$ cat src/rtl/button_event_decoder_pkg.sv
// Shared state encoding and counter sizing helper for button_event_decoder.
package btn_pkg;

  typedef logic [1:0] btn_state_t;

  localparam btn_state_t IDLE = 2'd0;
  localparam btn_state_t HELD = 2'd1;
  localparam btn_state_t LONG = 2'd2;

  // Bits needed to hold 0..max_val, never fewer than one.
  function automatic int cnt_width(input int max_val);
    int w;
    w = $clog2(max_val + 1);
    if (w < 1) begin
      w = 1;
    end else begin
      w = w;
    end
    return w;
  endfunction

endpackage

$ cat src/rtl/button_event_decoder_tick_prescaler.sv
// Divides the clock into a one-cycle tick every TICK_DIV enabled cycles.
module tick_prescaler
  import btn_pkg::*;
#(
  parameter int TICK_DIV = 1000
) (
  input  logic clock,
  input  logic reset,
  input  logic clear,
  input  logic enable,
  output logic tick
);

  localparam int W = cnt_width(TICK_DIV - 1);
  localparam logic [W-1:0] LAST = W'(TICK_DIV - 1);

  logic [W-1:0] count;

  assign tick = enable & ~clear & (count == LAST);

  // Clear wins over enable; the count wraps to zero on the tick cycle.
  always_ff @(posedge clock or posedge reset) begin
    if (reset) begin
      count <= '0;
    end else if (clear) begin
      count <= '0;
    end else if (enable) begin
      if (count == LAST) begin
        count <= '0;
      end else begin
        count <= count + W'(1);
      end
    end else begin
      count <= count;
    end
  end

endmodule

$ cat src/rtl/button_event_decoder.sv
// Turns a debounced button level into press/release/long-press/repeat pulses and a held level.
// Auto-repeat in the long-held state is built only when BTN_AUTOREPEAT_EN is defined.
module button_event_decoder
  import btn_pkg::*;
#(
  parameter int TICK_DIV     = 1000,
  parameter int LONG_TICKS   = 500,
  parameter int REPEAT_TICKS = 100
) (
  input  logic clock,
  input  logic reset,
  input  logic in,
  output logic press,
  output logic release_pulse,
  output logic long_press,
  output logic repeat_pulse,
  output logic held
);

`ifdef BTN_AUTOREPEAT_EN
  localparam int TICK_MAX = (LONG_TICKS > REPEAT_TICKS) ? LONG_TICKS : REPEAT_TICKS;
`else
  localparam int TICK_MAX = LONG_TICKS;
`endif
  localparam int TW = cnt_width(TICK_MAX);
  localparam logic [TW-1:0] LONG_LAST = TW'(LONG_TICKS - 1);
`ifdef BTN_AUTOREPEAT_EN
  localparam logic [TW-1:0] REP_LAST = TW'(REPEAT_TICKS - 1);
`endif

  if (TICK_DIV < 1 || LONG_TICKS < 1 || REPEAT_TICKS < 1) begin : g_param_check
    $error("button_event_decoder: TICK_DIV, LONG_TICKS and REPEAT_TICKS must be >= 1");
  end

  btn_state_t    state, state_next;
  logic [TW-1:0] ticks, ticks_next;
  logic          prev, armed, rise, fall, tick;
  logic          presc_clear, presc_enable;
  logic          press_next, release_next, long_next, repeat_next;

  assign rise        = in & ~prev & armed;
  assign fall        = ~in & prev;
  assign presc_clear = (state == IDLE) & rise;
`ifdef BTN_AUTOREPEAT_EN
  assign presc_enable = (state == HELD) | (state == LONG);
`else
  assign presc_enable = (state == HELD);
`endif

  tick_prescaler #(.TICK_DIV(TICK_DIV)) u_prescaler (
    .clock  (clock),
    .reset  (reset),
    .clear  (presc_clear),
    .enable (presc_enable),
    .tick   (tick)
  );

  // Next-state and pulse decisions; fall is checked first so it beats a coinciding threshold tick.
  always_comb begin
    state_next   = state;
    ticks_next   = ticks;
    press_next   = 1'b0;
    release_next = 1'b0;
    long_next    = 1'b0;
    repeat_next  = 1'b0;
    case (state)
      IDLE: begin
        if (rise) begin
          state_next = HELD;
          ticks_next = '0;
          press_next = 1'b1;
        end else begin
          state_next = IDLE;
        end
      end
      HELD: begin
        if (fall) begin
          state_next   = IDLE;
          release_next = 1'b1;
        end else if (tick) begin
          if (ticks == LONG_LAST) begin
            state_next = LONG;
            ticks_next = '0;
            long_next  = 1'b1;
          end else if (ticks == {TW{1'b1}}) begin
            ticks_next = ticks;
          end else begin
            ticks_next = ticks + TW'(1);
          end
        end else begin
          state_next = HELD;
        end
      end
      LONG: begin
        if (fall) begin
          state_next   = IDLE;
          release_next = 1'b1;
`ifdef BTN_AUTOREPEAT_EN
        end else if (tick) begin
          if (ticks == REP_LAST) begin
            ticks_next  = '0;
            repeat_next = 1'b1;
          end else if (ticks == {TW{1'b1}}) begin
            ticks_next = ticks;
          end else begin
            ticks_next = ticks + TW'(1);
          end
`endif
        end else begin
          state_next = LONG;
        end
      end
      default: begin
        state_next = IDLE;
        ticks_next = '0;
      end
    endcase
  end

  // Edge history, arming, FSM state and registered outputs.
  always_ff @(posedge clock or posedge reset) begin
    if (reset) begin
      prev          <= 1'b0;
      armed         <= 1'b0;
      state         <= IDLE;
      ticks         <= '0;
      press         <= 1'b0;
      release_pulse <= 1'b0;
      long_press    <= 1'b0;
      repeat_pulse  <= 1'b0;
      held          <= 1'b0;
    end else begin
      prev          <= in;
      armed         <= armed | ~in;
      state         <= state_next;
      ticks         <= ticks_next;
      press         <= press_next;
      release_pulse <= release_next;
      long_press    <= long_next;
      repeat_pulse  <= repeat_next;
      held          <= (state_next != IDLE);
    end
  end

endmodule
$ cat config.mk
export PLATFORM = sky130hd
export DESIGN_NAME = button_event_decoder
export DESIGN_NICKNAME = d
export VERILOG_FILES = /design/src/rtl/button_event_decoder_pkg.sv /design/src/rtl/button_event_decoder_tick_prescaler.sv /design/src/rtl/button_event_decoder.sv
export SDC_FILE = /design/constraint.sdc
export NUM_CORES = 1
export LEC_CHECK = 0
export BUFFER_PORTS_ARGS = -buffer_cell sky130_fd_sc_hd__buf_2
export CELL_PAD_IN_SITES_DETAIL_PLACEMENT = 1
export CELL_PAD_IN_SITES_GLOBAL_PLACEMENT = 1
export CORE_MARGIN = 2
export CORE_UTILIZATION = 47
export CTS_CLUSTER_DIAMETER = 200
export DETAILED_ROUTE_END_ITERATION = 10
export GPL_ROUTABILITY_DRIVEN = 0
export PLACE_DENSITY = 0.88
export SKIP_LAST_GASP = 1
export SYNTH_ARGS = -nofsm -noshare
export SYNTH_HDL_FRONTEND = slang
export SYNTH_SLANG_ARGS = --single-unit
$ cat constraint.sdc
create_clock -name clock -period 2.7 [get_ports clock]
set_input_delay 0.54 -clock clock [delete_from_list [all_inputs] [get_ports clock]]
set_output_delay 0.54 -clock clock [all_outputs]
set_load 0.01 [all_outputs]
Word-level counts from Yosys, hierarchy flattened
Cells that the tools add are included.

Register bits: 27. Output and inout bits: 5.

Add/sub/neg operators: 2. Eq/ne operators: 9. Mux-type cells: 23. Bitwise operators: 11. Reductions and logical operators: 5.

Operators by type and width (number): 9-bit 2-to-1 mux (5); 10-bit 2-to-1 mux (3); 9-bit case mux with 3 select lines (1); 9-bit equality test, second input constant (2); 10-bit by 1-bit adder with 10-bit output, second input constant (1); 10-bit equality test, second input constant (1); 9-bit by 1-bit adder with 9-bit output, second input constant (1); 1-bit 2-to-1 mux (9); 2-bit 2-to-1 mux (4); 1-bit AND (6); 2-bit inequality test, second input constant (3); 2-bit case mux with 3 select lines (1); 5-bit AND reduction (1); 1-bit NOT (4); 2-bit nonzero test (2); 3-bit inequality test, second input constant (1); 2-bit by 1-bit equality test with 1-bit output, second input constant (1); 2-bit equality test, second input constant (1); 2-bit zero test (1); 2-bit OR reduction (1); 1-bit bitwise OR (1).

Longest topological paths before layout
Gate-level depths: netlist of run 1.

Word-level depth: 11. Mapped depth: 7. Mapped depth without buffers: 7.

Modules after synthesis
From an unflattened synthesis of run 1, not the netlist that was laid out.

Cell total of the unflattened synthesis: 160. Area, all modules: 1552.7 um^2.

Modules (own cells, without submodules): button_event_decoder (times used 1, cells an instance 101, area each 984.7 um^2, seq. area each 425.4 um^2); tick_prescaler (times used 1, cells an instance 59, area each 568.0 um^2, seq. area each 250.2 um^2).

Worst setup path after synthesis of run 1
OpenSTA, ideal clock, no wires.

Path type: register to register. Start point: reg ticks[0]. End point: reg ticks[7]. Setup time: 0.090 ns. Arrival time: 2.140 ns. Setup slack: 0.470 ns. Cell stages (with the launch flop): 8. Buffers on the path: 0. Clock period less this slack: 2.230 ns. Cell sequence: dfrtp_1 ha_1 nand3_1 nor3_1 ha_1 or4_1 or4_1 o221ai_1.

Cells in the longest elaborated chain, start to end: 6. Elaborated cells on any way between the ends: 10.

RTL lines: start, declared (line button_event_decoder.sv:36) `logic [TW-1:0] ticks, ticks_next;`; start signal, assigned (line button_event_decoder.sv:136) `ticks <= ticks_next;`; 9-bit by 1-bit adder with 9-bit output (line button_event_decoder.sv:88) `ticks_next = ticks + TW'(1);`; 9-bit 2-to-1 mux (line button_event_decoder.sv:85) `end else if (ticks == {TW{1'b1}}) begin`; 9-bit 2-to-1 mux (line button_event_decoder.sv:81) `if (ticks == LONG_LAST) begin`; 9-bit 2-to-1 mux (line button_event_decoder.sv:80) `end else if (tick) begin`; 9-bit 2-to-1 mux (line button_event_decoder.sv:77) `if (fall) begin`; 9-bit case mux with 3 select lines (line button_event_decoder.sv:66) `case (state)`.

Parallel ways exist; a longest one is shown, timed or not. The select of a mux whose other input is x is not followed. A chain may end at the register's enable or synchronous reset.

Worst setup path in the final report of run 1
Same ends and word-level chain as after synthesis.

==> results of run 1 <==
## final cells by class
| class | count | area (sq um) | area share (%) |
|---|---|---|---|
| multi-input combinational | 116 | 825.8 | 49.36 |
| sequential | 27 | 675.6 | 40.39 |
| timing repair buffer | 10 | 60.06 | 3.590 |
| tap | 44 | 55.05 | 3.291 |
| inverter | 8 | 30.03 | 1.795 |
| clock buffer | 4 | 26.28 | 1.571 |
## metrics by stage
stage	power, uW	worst slack [ps]	instances	area [sq um]
6_report	937.8	272.4	209	1673
3_3_place_gp	739.5	404.5	205	1647
3_5_place_dp	767.5	298.7	205	1647
4_1_cts	941.9	266.0	209	1673
2_1_floorplan	695.9	469.7	156	1558
5_1_grt	1001	126.0	209	1673
## where the power goes
group	total (uW)	switching (uW)	leakage [uW]	internal (uW)
Combinational	251	147	0.000411	104
Sequential	507	51.0	0.000358	456
Clock	180	122	0.0000150	57.9
## final timing paths
path	startpoint	cells after the start	slack (ps)	to
worst max register to register	ticks[0]	7	270	ticks[7]
max in group asynchronous	reset	3	2170	u_prescaler.count[0]
worst min register to register	armed	1	550	armed
worst min-delay path	reset	3	250	state[1]
min in group clock	in	1	380	prev
worst max-delay path	ticks[0]	7	270	ticks[7]
## logic make-up after synthesis
| family | Yosys count |
|---|---|
| xor+xnor | 7 |
| other cells | 1 |
| buf+inv | 13 |
| compound gates | 34 |
| simple gates | 63 |
| flops | 27 |
| fa+ha+maj | 8 |
| mux | 3 |
## layout by cell type, fill, tap and decap left out, types with 4 or more instances in the layout
master / instances
nor3_1: 4
ha_1: 8
nor2_1: 11
a21oi_1: 4
buf_4: 4
buf_2: 6
xor2_1: 7
a41oi_1: 5
dfrtp_1: 27
inv_1: 8
o21ai_0: 6
nand2_1: 16
nand2b_1: 4
a31oi_1: 5
## state kept, by name, summed over array words and instances, names as in the netlist
name and cells:
held 1, release_pulse 1, long_press 1, prev 1
state 2, armed 1, u_prescaler.count 10, press 1
ticks 9
## critical path, stage by stage (launching register included)
cell and delay, ps:
dfrtp_1 420, ha_1 250, nand3_1 180, nor3_1 70, ha_1 290, or4_1 570
or4_1 480, o221ai_1 90
## routing by layer
metal,up-vias,wire [microns]
met5,-,0
li1,591,-
met4,0,22
met3,5,63
met1,632,1616
met2,15,1959
==> results.cfg, run 1 <==
[cells_and_area]
drive_gt1_share_pct = 12.73
synthToLayoutAreaGrowth_pct = 7.389
final_util_pct = 53.91
final_nets = 177
fillers = 376
num_antenna_cells = 0

[global_route]
met1_usage_pct = 25.81
busiest_layer = met2
grt_pass1_vias = 1300
grt_first_pass_wirelength_microns = 6037
gr-total-overflow = 0
grt_use_met3_pct = 3.151
grt_start_max_net_pins = 28
antenna_found_initial = 0
grt.total_usage_pct = 21.51
use_met2_pct = 39.55

[logic_synthesis]
synth-simple-area-share_pct = 24.26
yosysSeqAreaShare_pct = 43.37
synth_top_cell_area_share_pct = 43.37
synthMuxAreaShare_pct = 1.928
synth_warnings = 0
post-synth-top-count-cell = dfrtp_1
ys_async_sr_fraction_pct = 100.0
synth.distinct_cells = 47
netlist_area_sq_um = 1558
syn_inst = 156
synth_edf_count = 0
synth_xor_area_share_pct = 3.936
synthTopCellsByCount = dfrtp_1, nand2_1, nor2_1, ha_1, inv_1
synth_compound_area_share_pct = 16.22
ys_ff_latch = 27
synth_flop_cell = dfrtp_1
synth_top_family_by_area = simple AND/OR/NAND/NOR gates
synth_fp_nets = 167
avgSynthCellArea_sq_um = 9.986
synthTopCellsByArea = dfrtp_1, ha_1, xor2_1
yosys.area.top_type = dfrtp_1
synth_adder_area_share_pct = 6.426

[sta]
drv_slew = 0
tightest_slew_ps = 929.3
finalSetupTns_ps = 0
hold_viol_final = 0
setup-violations-final = 0
final.period_utilization_pct = 89.91
slew_headroom_pct = 37.48
fmax_ghz = 0.4119
rsz0062_at_grt = false
fin_skew_ps = 13.83
holdWs_ps = 251.0
final.min_clock_period_ps = 2428

[setup_path]
crit_path_max_fanout = 7
crit_path_end_kind = flip-flop
cp.arrival_ps = 2670
crit_path_start_kind = flip-flop
worstPathRequired_ps = 2940
path_class = flip-flop to flip-flop

[routing]
totalWireLength_microns = 3661
wl_per_cell_microns = 17.52
drtPass1Iterations = 4
route.detailed.drc = 0
vias = 1243
viasPerCell = 5.947
ant_nets = 0
drt-initial-drc-count = 81

[placed_design]
io_buffers = 6
dpl.hpwl_microns = 2768

[run]
maxCapViolCount = 0

[clock_network]
cts_setup_buffers = 0
holdBufCountCts = 0
cts_tree = built
cts_sinks = 27
h-tree-depth = 1
cts_resized = 0
clockBufferDepth = 2
clk_latency_ps = 330
clk_pin_slew_ps = 150
cts-root-buf = clkbuf_4
cts_made_buffers = 3

[pwr]
power.density_nw_per_um2 = 560.6
leakagePower_uw = 0.0007841
peakVddDrop_uv = 255.4

[floorplan]
die_h_microns = 61.57
die_area_sq_um = 3791
ioPinCount = 8
row_count = 20
initial_core_util_pct = 50.20
placeableCoreArea_sq_um = 3103
die_x_microns = 61.57

[outcome]
outcome = completed

[hold_path]
min_path_type = primary input to async pin
Note: power is estimated with default switching activity, not from simulation.
==> inputs of run 2 (changes only) <==
Settings changed: SETUP_SLACK_MARGIN from default to 0.3.
==> run 2 against run 1 <==
  * Flip-flop and latch count is the same
  * Largest cell class unchanged
  * Critical path depth did not move
  * Clock skew about the same
  * Worst hold slack improved by 5.0 ps
  * Power rose by 0.41%
  * Combinational power grew 2%
==> results.cfg, run 2 (synthesis results as in run 1) <==
[global_route]
grt_first_pass_wirelength_microns = 6037
grt_start_max_net_pins = 28
grt_pass1_vias = 1300
antenna_found_initial = 0
gr-total-overflow = 0
grt.total_usage_pct = 21.51

[clock_network]
cts_tree = built
clockBufferDepth = 2
clk_latency_ps = 330
cts-root-buf = clkbuf_4
cts_sinks = 27
cts_resized = 1
holdBufCountCts = 0
cts_setup_buffers = 0
clk_pin_slew_ps = 150
h-tree-depth = 1
cts_made_buffers = 3

[floorplan]
die_h_microns = 61.57
die_x_microns = 61.57
initial_core_util_pct = 50.20
ioPinCount = 8
row_count = 20
placeableCoreArea_sq_um = 3103
die_area_sq_um = 3791

[hold_path]
min_path_type = primary input to async pin

[pwr]
power.density_nw_per_um2 = 559.5
peakVddDrop_uv = 255.7
leakagePower_uw = 0.0007786

[cells_and_area]
final_util_pct = 54.23
finalNonFillerCells = 209
drive_gt1_share_pct = 14.55
fillers = 375
largest_register = u_prescaler.count
reg.largest.list = u_prescaler.count (10), ticks (9), state (2)
synthToLayoutAreaGrowth_pct = 8.032
num_antenna_cells = 0
final_nets = 177
mostFrequentLayoutCell = dfrtp_1
largest_reg_flops = 10
mostFrequentLayoutCells = dfrtp_1, nand2_1, nor2_1, inv_1, xor2_1

[outcome]
outcome = completed

[setup_path]
crit_path_max_fanout = 7
worstPathRequired_ps = 2940
crit_path_end_kind = flip-flop
path_class = flip-flop to flip-flop
crit_path_start_kind = flip-flop
rr_startpoint = ticks[1]
r2r_end = ticks[7]
ff2ff_setup_slack_ps = 440
r2r_cells = 7
cp.arrival_ps = 2500

[routing]
ant_nets = 0
drtPass1Iterations = 4
viasPerCell = 5.990
route.detailed.drc = 0
drt-initial-drc-count = 74
totalWireLength_microns = 3699
wl_per_cell_microns = 17.70
vias = 1252

[sta]
rsz0062_at_grt = false
tightest_slew_ps = 928.1
fmax_ghz = 0.4422
slew_headroom_pct = 37.56
finalSetupTns_ps = 0
final.min_clock_period_ps = 2261
setup-violations-final = 0
drv_slew = 0
hold_viol_final = 0
fin_skew_ps = 13.94
final.period_utilization_pct = 83.76
worst_slack_ps = 438.5

[placed_design]
dpl.hpwl_microns = 2768
dp_cells = 205
io_buffers = 6
pre_cts_slack_ps = 298.7

[run]
maxCapViolCount = 0
run 2: area by class of cell:
cell class                 count  area, sq um  share of cell area [%]
inverter                       8        30.03                   1.784
clock buffer                   4        26.28                   1.561
sequential                    27        675.6                   40.15
timing repair buffer          10        60.06                   3.569
tap                           44        55.05                   3.271
multi-input combinational    116        835.8                   49.67
run 2: worst max-delay path, cell delays in order, from the launching register on:
cell      delay [ps]
dfrtp_1          430
ha_2             220
nand3_2          120
nor3_1            60
ha_2             230
or4_1            550
or4_1            480
o221ai_1          90
run 2: power breakdown:
| group | internal (uW) | switching, uW | total [uW] |
|---|---|---|---|
| logic | 106 | 149 | 255 |
| clock network | 57.8 | 120 | 178 |
| registers | 456 | 52.7 | 509 |
run 2: per-layer routing:
metal / GRT usage, % / up-vias / wire [microns]
met5: 0 / - / 0
met4: 6.079 / 0 / 35
met3: 3.151 / 6 / 83
met2: 39.55 / 25 / 1963
met1: 25.81 / 630 / 1616
li1: - / 591 / -
run 2: worst max path at each step:
stage	startpoint	end	slack, ps	cells past startpoint
after global placement	ticks[0]	ticks[7]	400	7
after detailed placement	ticks[0]	ticks[7]	300	7
after CTS	ticks[0]	ticks[7]	340	7
after floorplan	ticks[0]	ticks[7]	470	7
after global routing	ticks[0]	ticks[7]	320	7
final	ticks[1]	ticks[7]	440	7
run 2: through the flow:
step                hold WS, ps  cell area, sq um  total power, uW
CTS                       268.7              1675            941.9
global placement          478.0              1647            739.5
finish                    256.0              1683            941.6
floorplan                 449.8              1558            695.9
detailed placement        516.5              1647            767.5
global route              276.8              1683             1008
==> inputs of run 3 (changes only) <==
Settings changed: ABC_AREA from default to 1, CORE_UTILIZATION 47 to 45, PLACE_DENSITY 0.88 to 0.89.
Clock period 2.7 ns to 2.28 ns, I/O delays scaled along.
==> run 3 against run 2 <==
  * Setup slack improved by 49 ps
  * Die area up 15%
  * Register-to-register slack improved by 50 ps
  * Wire length rose by 8.0%
  * Count of clock-buffer cells in the layout is 1 lower
  * Flip-flop and latch count unchanged
  * First-iteration DRC count decreased by 34%
  * Critical endpoint unchanged
==> results.cfg, run 3 <==
[outcome]
outcome = completed

[logic_synthesis]
avgSynthCellArea_sq_um = 7.432
syn_inst = 232
yosysSeqAreaShare_pct = 39.19
synth_warnings = 0
synthTopCellsByCount = nand2_1, nor2_1, inv_1, dfrtp_1, nand3_1
synth_top_cell_area_share_pct = 39.19
synth_flop_cell = dfrtp_1
yosys.area.top_type = dfrtp_1
synth_edf_count = 0
ys_ff_latch = 27
netlist_area_sq_um = 1724
synth_fp_nets = 243
synthTopCellsByArea = dfrtp_1, nand2_1, nand3_1
synth.distinct_cells = 31
post-synth-top-count-cell = nand2_1
ys_async_sr_fraction_pct = 100.0

[cells_and_area]
drive_gt1_share_pct = 13.64
design_area_sq_um = 1857
mostFrequentLayoutCell = nand2_1
reg.largest.list = u_prescaler.count (10), ticks (9), state (2)
synthToLayoutAreaGrowth_pct = 7.692
largest_register = u_prescaler.count
num_antenna_cells = 0
final_util_pct = 50.72
mostFrequentLayoutCells = nand2_1, nor2_1, inv_1, nand3_1, dfrtp_1
largest_reg_flops = 10
final_nets = 254

[routing]
viasPerCell = 5.093
ant_nets = 0
drtPass1Iterations = 4
route.detailed.drc = 0
vias = 1477
wl_per_cell_microns = 13.77
totalWireLength_microns = 3994
drt-initial-drc-count = 49

[clock_network]
cts_sinks = 27
cts-root-buf = clkbuf_8
cts_resized = 0
h-tree-depth = 1
cts_made_buffers = 3
clk_latency_ps = 270
clockBufferDepth = 2
clk_pin_slew_ps = 90
cts_tree = built

[floorplan]
placeableCoreArea_sq_um = 3661
die_x_microns = 65.90
row_count = 22
die_area_sq_um = 4343
die_h_microns = 65.90
initial_core_util_pct = 47.10
ioPinCount = 8

[sta]
finalSetupTns_ps = 0
drv_slew = 0
fmax_ghz = 0.5579
worst_slack_ps = 487.5
final.period_utilization_pct = 78.62
final.min_clock_period_ps = 1792
hold_viol_final = 0
setup-violations-final = 0
rsz0062_at_grt = false
fin_skew_ps = 6.415

[setup_path]
crit_path_end_kind = flip-flop
path_class = flip-flop to flip-flop
cp_slowest_stage_delay_ps = 400
r2r_cells = 11
crit_chain = ha_1, nand2_1, nor2_1, nand2_1, nor2_1, ha_1, nand3_2, nand2_1, clkinv_2, nand3_1, nand2_1
crit_path_start_kind = flip-flop
cp_common_cell = nand2_1
crit_path_max_fanout = 9
crit_slowest_cell = dfrtp_1
cp.arrival_ps = 1960
worstPathRequired_ps = 2450

[pwr]
peakVddDrop_uv = 246.4
leakagePower_uw = 0.0009512
power.density_nw_per_um2 = 662.1
p_total_uw = 1229

[run]
maxCapViolCount = 0

[global_route]
grt_start_max_net_pins = 28
antenna_found_initial = 0
grt.total_usage_pct = 21.79
grt_pass1_vias = 1609
grt_first_pass_wirelength_microns = 7258
gr-total-overflow = 0

[placed_design]
placed_cell_area_sq_um = 1803
dpl.hpwl_microns = 3063
io_buffers = 6
pre_cts_slack_ps = 467.9

[hold_path]
min_path_type = primary input to async pin
-- run 3: changes by cell type after synthesis, sizes merged, moves of 23 or more --
cell and delta:
inv +25, nand3 +28, nand2 +57, nor2 +23
-- run 3: worst max-delay path, delay by kind of cell, from the launching register on --
kind	cells	cell delay (ps)
fa+ha+maj	2	400
buf+inv	1	130
flops	1	400
simple gates	8	740
-- run 3: what timing repair did --
| action | in CTS | in global routing |
|---|---|---|
| buffers inserted | 0 | 1 |
| endpoints found under the setup margin | 0 | 8 |
| hold buffers | 0 | 0 |
-- run 3: final timing paths --
kind	from	end	slack, ps
setup / recovery	ticks[0]	ticks[7]	490
hold / removal	reset	u_prescaler.count[2]	230
setup reg to reg	ticks[0]	ticks[7]	490
hold reg to reg	u_prescaler.count[0]	u_prescaler.count[0]	530
max in group asynchronous	reset	ticks[5]	1790
min in group clock	in	prev	360
-- run 3: layer usage --
metal  global-route usage [%]  part of all wire, %  vias up
li1                         -                    -      742
met1                    28.23                   47      716
met2                    38.89                   51       15
met3                    2.215                  1.6        4
met4                    5.208                 0.78        0
met5                        0                    0        -
-- run 3: layout make-up --
| type | count | area, sq um |
|---|---|---|
| Timing Repair Buffer | 8 | 45.04 |
| Clock inverter | 1 | 5.005 |
| Sequential cell | 27 | 675.6 |
| Tap cell | 48 | 60.06 |
| Multi-Input combinational cell | 169 | 900.9 |
| Clock buffer | 3 | 41.29 |
| Inverter | 34 | 128.9 |
| Fill cell | 489 | 1804 |
-- run 3: kinds of logic (layout without fill, tap and decap cells) --
kind of cell | count (synthesis) | count (layout) | synth area share, %
DFF | 27 | 27 | 39.19
AOI/OAI and AO/OA | 9 | 9 | 3.411
and+or+nand+nor | 148 | 148 | 41.29
adders and majority gates | 8 | 8 | 5.806
xor gates and xnor gates | 3 | 3 | 1.524
buffers and inverters | 36 | 46 | 8.563
other | 1 | 1 | 0.2175
-- run 3: power breakdown --
| group | internal (uW) | switching [uW] | leakage, uW |
|---|---|---|---|
| registers | 543 | 71.3 | 0.000360 |
| clock network | 123 | 149 | 0.0000255 |
| logic | 120 | 224 | 0.000566 |
| total | 786 | 444 | 0.000951 |
-- run 3: stage by stage --
step | instances | hold WS (ps)
floorplan | 232 | 467.3
global placement | 285 | 483.9
detailed placement | 285 | 508.1
CTS | 289 | 240.1
global route | 290 | 269.7
finish | 290 | 226.7
